===== config.mk =====
export PLATFORM = sky130hd
export DESIGN_NAME = serial_adder
export DESIGN_NICKNAME = d
export VERILOG_FILES = /design/src/rtl/serial_adder.sv
export SDC_FILE = /design/constraint.sdc
export NUM_CORES = 1
export LEC_CHECK = 0
export ABC_AREA = 1
export CAP_MARGIN = 10
export CORE_MARGIN = 3
export CORE_UTILIZATION = 38
export DETAILED_ROUTE_END_ITERATION = 16
export MAX_ROUTING_LAYER = met4
export SLEW_MARGIN = 20
export SYNTH_ARGS = -nofsm -noshare
export SYNTH_HDL_FRONTEND = slang
export SYNTH_SLANG_ARGS = --single-unit

===== constraint.sdc =====
create_clock -name clk -period 2.2 [get_ports clk]
set_input_delay 0.66 -clock clk [delete_from_list [all_inputs] [get_ports clk]]
set_output_delay 0.66 -clock clk [all_outputs]
set_load 0.05 [all_outputs]

===== src/rtl/serial_adder.sv =====
// Bit-serial adder/subtractor: one full adder reused over WIDTH cycles with a
// single carry flip-flop; start/done handshake, results registered and held.
module serial_adder #(
    parameter int WIDTH = 8
) (
    input  logic             clk,
    input  logic             rst,
    input  logic             start_i,
    input  logic             sub_i,
    input  logic [WIDTH-1:0] a_i,
    input  logic [WIDTH-1:0] b_i,
    input  logic             cin_i,
    output logic             busy_o,
    output logic             done_o,
    output logic [WIDTH-1:0] sum_o,
    output logic             cout_o,
    output logic             ovf_o
);

    localparam int CW = $clog2(WIDTH + 1);

    typedef enum logic {
        IDLE = 1'b0,
        RUN  = 1'b1
    } state_t;

    state_t           state_q;
    logic [WIDTH-1:0] a_q;
    logic [WIDTH-1:0] b_q;
    logic [WIDTH-1:0] res_q;
    logic [WIDTH-1:0] res_d;
    logic             carry_q;
    logic             carry_d;
    logic [CW-1:0]    cnt_q;
    logic             fa_s;
    logic             last_bit;

    assign fa_s     = a_q[0] ^ b_q[0] ^ carry_q;
    assign carry_d  = (a_q[0] & b_q[0]) | (carry_q & (a_q[0] ^ b_q[0]));
    assign last_bit = (cnt_q == CW'(WIDTH - 1));

    // Result bits enter at the MSB so after WIDTH shifts bit 0 sits at the LSB.
    generate
        if (WIDTH == 1) begin : g_res_w1
            assign res_d = fa_s;
        end else begin : g_res_wn
            assign res_d = {fa_s, res_q[WIDTH-1:1]};
        end
    endgenerate

    always_ff @(posedge clk or posedge rst) begin
        if (rst) begin
            state_q <= IDLE;
            a_q     <= '0;
            b_q     <= '0;
            res_q   <= '0;
            carry_q <= 1'b0;
            cnt_q   <= '0;
            busy_o  <= 1'b0;
            done_o  <= 1'b0;
            sum_o   <= '0;
            cout_o  <= 1'b0;
            ovf_o   <= 1'b0;
        end else begin
            done_o <= 1'b0;
            case (state_q)
                IDLE: begin
                    if (start_i) begin
                        a_q     <= a_i;
                        b_q     <= sub_i ? ~b_i : b_i;
                        carry_q <= sub_i | cin_i;
                        cnt_q   <= '0;
                        busy_o  <= 1'b1;
                        state_q <= RUN;
                    end
                end
                RUN: begin
                    a_q     <= a_q >> 1;
                    b_q     <= b_q >> 1;
                    carry_q <= carry_d;
                    res_q   <= res_d;
                    cnt_q   <= cnt_q + CW'(1);
                    // At the MSB step carry_q still holds the carry into the MSB.
                    if (last_bit) begin
                        sum_o   <= res_d;
                        cout_o  <= carry_d;
                        ovf_o   <= carry_q ^ carry_d;
                        done_o  <= 1'b1;
                        busy_o  <= 1'b0;
                        state_q <= IDLE;
                    end
                end
                default: state_q <= IDLE;
            endcase
        end
    end

endmodule


* After elaboration in Yosys (flattened, before gate mapping)
Cells that the tools add are included.
Operators by class: add/sub/neg operators 1, eq/ne operators 3, muxes and demuxes 17, bitwise operators 9, reduce and logical (&&, ||, !) cells 2
Operators with widths (count):
- 8-bit case mux with 2 select lines | 2
- 8-bit 2-to-1 mux | 3
- 8-bit NOT | 1
- 4-bit case mux with 2 select lines | 1
- 1-bit 2-to-1 mux | 7
- 1-bit case mux with 2 select lines | 3
- 4-bit by 1-bit adder with 4-bit output, second input constant | 1
- 4-bit by 3-bit == test with 1-bit output, second input constant | 1
- 4-bit 2-to-1 mux | 1
- 2-bit AND reduction | 2
- 1-bit bitwise XOR | 3
- 1-bit AND | 2
- 2-bit by 1-bit != test with 1-bit output, second input constant | 1
- 2-bit != test, second input constant | 1
- 1-bit OR | 2
- 1-bit NOT | 1
Word-level totals: flip-flop bits (word level) 42, output and inout bits 12, logic and storage cells 43

* Longest topological paths before layout
Gate-level depths: netlist of run 1.
depth in word-level cells 4, depth in mapped cells 7, depth with buffers taken out 6

* Least setup slack after synthesis of run 1
OpenSTA, ideal clock, no wires.
path kind in2reg, start input port sub_i, end register b_q[1], setup time 0.121 ns, arrival 1.169 ns, slack 0.910 ns, cell stages on the path 6, buffers on the path 1, path through buf_4 > clkinv_1 > nand2_1 > nand2_1 > nand2_1 > nand2_1
On the way: word-level cells in the longest chain between the ends 3
Ends and longest elaborated chain:
- start, declared | RTL line 9 | input logic sub_i,
- 8-bit 2-to-1 mux | RTL line 70 | b_q <= sub_i ? ~b_i : b_i;
- 8-bit 2-to-1 mux | RTL line 68 | if (start_i) begin
- 8-bit case mux with 2 select lines | RTL line 66 | case (state_q)
- end signal, assigned | RTL line 70
- end signal, assigned | RTL line 79 | b_q <= b_q >> 1;
- end, declared | RTL line 29 | logic [WIDTH-1:0] b_q;
Every way passes these cells. The select of a mux whose other input is x is not followed. A chain may end at the register's enable or synchronous reset.

* Final worst setup path of run 1
start register sum_o[7], end output port sum_o[7]
RTL lines:
- start, declared | RTL line 15 | output logic [WIDTH-1:0] sum_o,
- start signal, assigned | RTL line 85 | sum_o <= res_d;
No word-level cell between the ends.

==> reports/qor.csv, run 1 <==
metric;value;unit
outcome;finished, final reports clean;
combPwrFrac;0.415;
maxSlewViolCount;0;
worstPathRequired;1540;ps
grt_pass1_wl;6.00;mm
drive_gt1_frac;0.0645;
crit_buf_inv;1;
synth_cells;243;
ir_worst_vdd;0.402;mV
min_period;2130;ps
pwr-share-clk;0.163;
drtIter0Drc;37;
avgSynthCellArea;7.82;um^2
crit_path_cell_trace;clkdlybuf4s50_1;
fin_ws;73.3;ps
cts_tree;built;
drc;0;
hpwl;2.36;mm
internal_power;1700;uW
placed_area;2280;um^2
numCtsBuffers;5;
grt_pass1_vias;1371;
fp.coreArea;4790;um^2
pwr_density_cell;1230;nW/um^2
path_delay_family;buffers and inverters;
worst-path-max-fanout;2;
die_h;76.7;um
rsz0062_at_grt;no;
wl_per_cell;9.61;um
ios;33;
htree_levels;2;
cts.clk_slew.worst_paths;80;ps
setup_violations;0;
fin_worst_skew;6.44;ps
seq_power_share;0.422;
diodes;0;
portBuffers;32;
cp-end-kind;output port;
setup.worst_path.class;flop to output port;
ys_ff_latch;41;
crit_path_max_incr_delay;810;ps
slew_headroom;0.669;
finalHoldViolCount;0;
crit_arrival;1470;ps
stdcell_count;346;
ys_seq_area_frac;0.540;
clock_latency;290;ps
nNetsFinal;301;
final_cell_mix;nand2_1 (126), dfrtp_1 (41), clkdlybuf4s50_1 (32);
via_per_inst;4.29;
rows;25;
die_w;76.7;um
dp_slack;398;ps
antenna_found_initial;0;
num-fill-cells;482;
switching_power;1220;uW
hold-worst-slack;469;ps
syn_nets;266;
synth_area_leaders;dfrtp_1 (54%), nand2_1 (25%), inv_1 (5.3%);
syn_to_final_growth;24.8;%
ant_nets;0;
max_cap_violations;0;
post-synth-top-area-cell;dfrtp_1;
ys_warn_count;0;
cts_setup_buffers;0;
routed_wl;3.33;mm
grt_overflow;0;
leakage;0.00130;uW
swShare;0.419;
initial_utilization;0.397;
fin_crit_sh;0.967;
clock-root-buffer;clkbuf_8;
clkSinkCount;41;
via_count;1484;
postCtsHoldBufs;0;
dr.pass1.iters;4;
syn_area;1900;um^2
ys_types;17;
numPlacedInstances;338;
grt_max_degree;33;
synth_top_area_share;0.540;
fmax;470;MHz
routabilityCongestion;0.707;
final_common_cell;nand2_1;
final_area;2370;um^2
post_cts_resized;0;
dieArea;5880;um^2
clockBufferDepth;2;
fin_tns_setup;0;ps
slowest_stage;clkdlybuf4s50_1;
startpoint_type;flop;
hold_class;flop to flop;
grt_usage;0.132;
tightestPinTransition;494;ps
stage by stage:
step	utilization	power [uW]
after global placement	0.477	2460
after detailed placement	0.477	2490
after floorplan	-	2150
after CTS	0.495	2970
final	0.495	2920
after global routing	0.495	3170
metal layers:
metal,track usage,vias to the layer above,share of wire
met4,0.0489,0,0.017
met1,0.155,646,0.49
met2,0.209,31,0.45
li1,-,800,-
met5,-,-,0
met3,0.0446,7,0.046
registers in the layout, indices dropped and copies added, names as in the netlist, 4 cells and up:
register / cells
a_q: 8
b_q: 8
cnt_q: 4
res_q: 7
sum_o: 8
kinds of logic after synthesis:
family / after synthesis / synth area share
AO/OA/AOI/OAI: 16 / 0.0422
adder cells (fa/ha/maj): 2 / 0.0171
buffers and inverters: 38 / 0.0942
flip-flops: 41 / 0.540
AND/OR/NAND/NOR: 146 / 0.306
power groups by stage:
stage / registers (uW) / logic [uW] / clock network, uW
2_1_floorplan: 1500 / 647 / 0
3_3_place_gp: 1240 / 1220 / 0
3_5_place_dp: 1250 / 1230 / 0
4_1_cts: 1240 / 1240 / 492
5_1_grt: 1270 / 1370 / 527
6_report: 1230 / 1210 / 475
cells in the mapped netlist (all sizes together):
| library cell | n |
|---|---|
| clkinv | 1 |
| dfrtp | 41 |
| nor2 | 6 |
| inv | 29 |
| buf | 8 |
| nand2 | 129 |
| nand3 | 11 |
| ha | 1 |
| fa | 1 |
| a21oi | 8 |
| o21ai | 8 |
area by class of cell:
class	count	area, um^2	share of cell area
Tap cell	67	83.8	0.0354
Sequential cell	41	1030	0.433
Clock inverter	3	17.5	0.00739
Clock buffer	5	68.8	0.0290
Timing Repair Buffer	36	363	0.153
Multi-Input combinational cell	164	694	0.293
Inverter	30	118	0.0496
worst paths after layout:
path | from | end | slack [ps] | cells after the start
worst min register to register | res_q[6] | sum_o[5] | 470 | 2
worst min-delay path | res_q[6] | sum_o[5] | 470 | 2
worst max register to register | state_q | b_q[6] | 920 | 4
worst max-delay path | sum_o[7] | sum_o[7] | 70 | 1
min in group asynchronous | rst | busy_o | 680 | 2
max in group asynchronous | rst | b_q[6] | 1010 | 3
Note: power is estimated with default switching activity, not from simulation.
==> inputs of run 2 (changes only) <==
- PLACE_DENSITY: default -> 0.59
==> run 2 against run 1 <==
Against the previous run: critical endpoint unchanged; highest routed layer unchanged; sequential power is essentially flat; power rose by 2.7%; first-iteration DRC count up 86%; worst setup slack better by 9.5 ps; combinational power barely moved.
==> reports/qor.csv, run 2 (synthesis results as in run 1) <==
metric;value;unit;change
wl_per_cell;10.0;um;was 9.61 um
route.met2.wl;1.61;mm;was 1.49 mm
fp.coreArea;4790;um^2;unchanged
p_total;3000;uW;was 2920 uW
hold_depth;2;;unchanged
worstPathRequired;1540;ps;about the same
clock_latency;300;ps;was 290 ps
grt_overflow;0;;unchanged
fin_tns_setup;0;ps;unchanged
internal_power;1760;uW;was 1700 uW
fin_worst_skew;5.80;ps;was 6.44 ps
num-fill-cells;501;;was 482
met3_length;182;um;was 154 um
antenna_found_initial;0;;unchanged
cts.clk_slew.worst_paths;80;ps;about the same
initial_utilization;0.397;;unchanged
rsz0062_at_grt;no;;unchanged
cp-end-kind;output port;;unchanged
max_cap_violations;0;;unchanged
swShare;0.413;;was 0.419
setup.worst_path.class;flop to output port;;unchanged
wl_met1;1.62;mm;unchanged
hold_class;flop to flop;;unchanged
crit_arrival;1460;ps;was 1470 ps
grt_usage;0.135;;was 0.132
min_period;2120;ps;was 2130 ps
cts_tree;built;;unchanged
hpwl;2.43;mm;was 2.36 mm
grt_pass1_wl;6.07;mm;was 6.00 mm
diodes;0;;unchanged
fmax;472;MHz;was 470 MHz
outcome;finished, final reports clean;;unchanged
switching_power;1240;uW;was 1220 uW
crit_path_max_incr_delay;800;ps;was 810 ps
pwr-share-clk;0.181;;was 0.163
syn_to_final_growth;25.6;%;was 24.8%
drive_gt1_frac;0.0645;;unchanged
crit_path_cell_trace;clkdlybuf4s50_1;;unchanged
pwr_density_cell;1260;nW/um^2;was 1230 nW/um^2
rows;25;;unchanged
tightestPinTransition;490;ps;was 494 ps
ir_worst_vdd;0.391;mV;was 0.402 mV
clockBufferDepth;2;;unchanged
crit_buf_inv;1;;unchanged
nNetsFinal;301;;unchanged
slew_headroom;0.673;;was 0.669
final_common_cell;nand2_1;;unchanged
reg.largest.list;a_q: 8 flops, b_q: 8 flops, sum_o: 8 flops;;unchanged
routabilityCongestion;0.669;;was 0.707
grt_max_degree;33;;unchanged
die_w;76.7;um;unchanged
die_h;76.7;um;unchanged
crit_cells;1;;unchanged
postCtsHoldBufs;0;;unchanged
htree_levels;2;;unchanged
portBuffers;32;;unchanged
startpoint_type;flop;;unchanged
cts_setup_buffers;0;;unchanged
finalHoldViolCount;0;;unchanged
routed_wl;3.47;mm;was 3.33 mm
worst-path-max-fanout;2;;unchanged
worstRegToRegCells;4;;unchanged
ant_nets;0;;unchanged
via_per_inst;4.29;;about the same
clock-root-buffer;clkbuf_8;;unchanged
fin_crit_sh;0.962;;was 0.967
slowest_stage;clkdlybuf4s50_1;;unchanged
drc;0;;unchanged
via_count;1485;;was 1484
drtIter0Drc;69;;was 37
path_delay_family;buffers and inverters;;unchanged
seq_power_share;0.413;;was 0.422
post_cts_resized;0;;unchanged
dr.pass1.iters;4;;unchanged
clkSinkCount;41;;unchanged
numCtsBuffers;5;;unchanged
setup_violations;0;;unchanged
grt_pass1_vias;1387;;was 1371
maxSlewViolCount;0;;unchanged
dieArea;5880;um^2;unchanged
leakage;0.00131;uW;was 0.00130 uW
final_cell_mix;nand2_1 (126), dfrtp_1 (41), clkdlybuf4s50_1 (32);;unchanged
combPwrFrac;0.406;;was 0.415
top_layer_used;met4;;unchanged
ios;33;;unchanged
## run 2: changes by cell type in the layout (fill, tap and decap cells not counted), sizes merged
| cell | previous run | this run |
|---|---|---|
| clkinvlp | 1 | 0 |
| clkinv | 3 | 2 |
| clkbuf | 5 | 7 |
## run 2: through the flow
stage	cells	setup slack, ps	cell area [um^2]	util	hold WS, ps
floorplan	243	594	1900	-	442
global placement	338	407	2280	0.477	452
detailed placement	338	400	2280	0.477	458
CTS	346	76.6	2390	0.499	478
global route	346	38.8	2390	0.499	499
finish	346	82.8	2390	0.499	472
## run 2: worst paths after layout
kind	endpoint	startpoint	slack [ps]
max	sum_o[7]	sum_o[7]	80
min	ovf_o	ovf_o	470
max reg2reg	b_q[6]	state_q	930
min reg2reg	ovf_o	ovf_o	470
max in group asynchronous	b_q[5]	rst	1020
min in group asynchronous	sum_o[4]	rst	660
## run 2: power by group through the flow
stage	clock, uW	combinational, uW	sequential [uW]
final	544	1220	1240
after global routing	595	1370	1280
after CTS	558	1240	1240
after detailed placement	0	1240	1250
after global placement	0	1220	1240
after floorplan	0	647	1500
## run 2: cell type report
class	count	area (um^2)	share of cell area
well taps	67	83.8	0.0351
repair buffers	36	363	0.152
inverters	30	118	0.0493
clock buffers	7	96.3	0.0404
flip-flops and latches	41	1030	0.430
multi-input cells	164	694	0.291
clock inverters	1	5.00	0.00210
## run 2: tightest hold or removal path, delay by kind of cell (launching register included)
family / cells / cell delay [ps]
DFF: 1 / 350
and+or+nand+nor: 2 / 90
## run 2: layer usage
metal / vias to the layer above / track usage
li1: 797 / -
met1: 649 / 0.150
met2: 35 / 0.219
met3: 4 / 0.0446
met4: 0 / 0.0652
met5: - / -
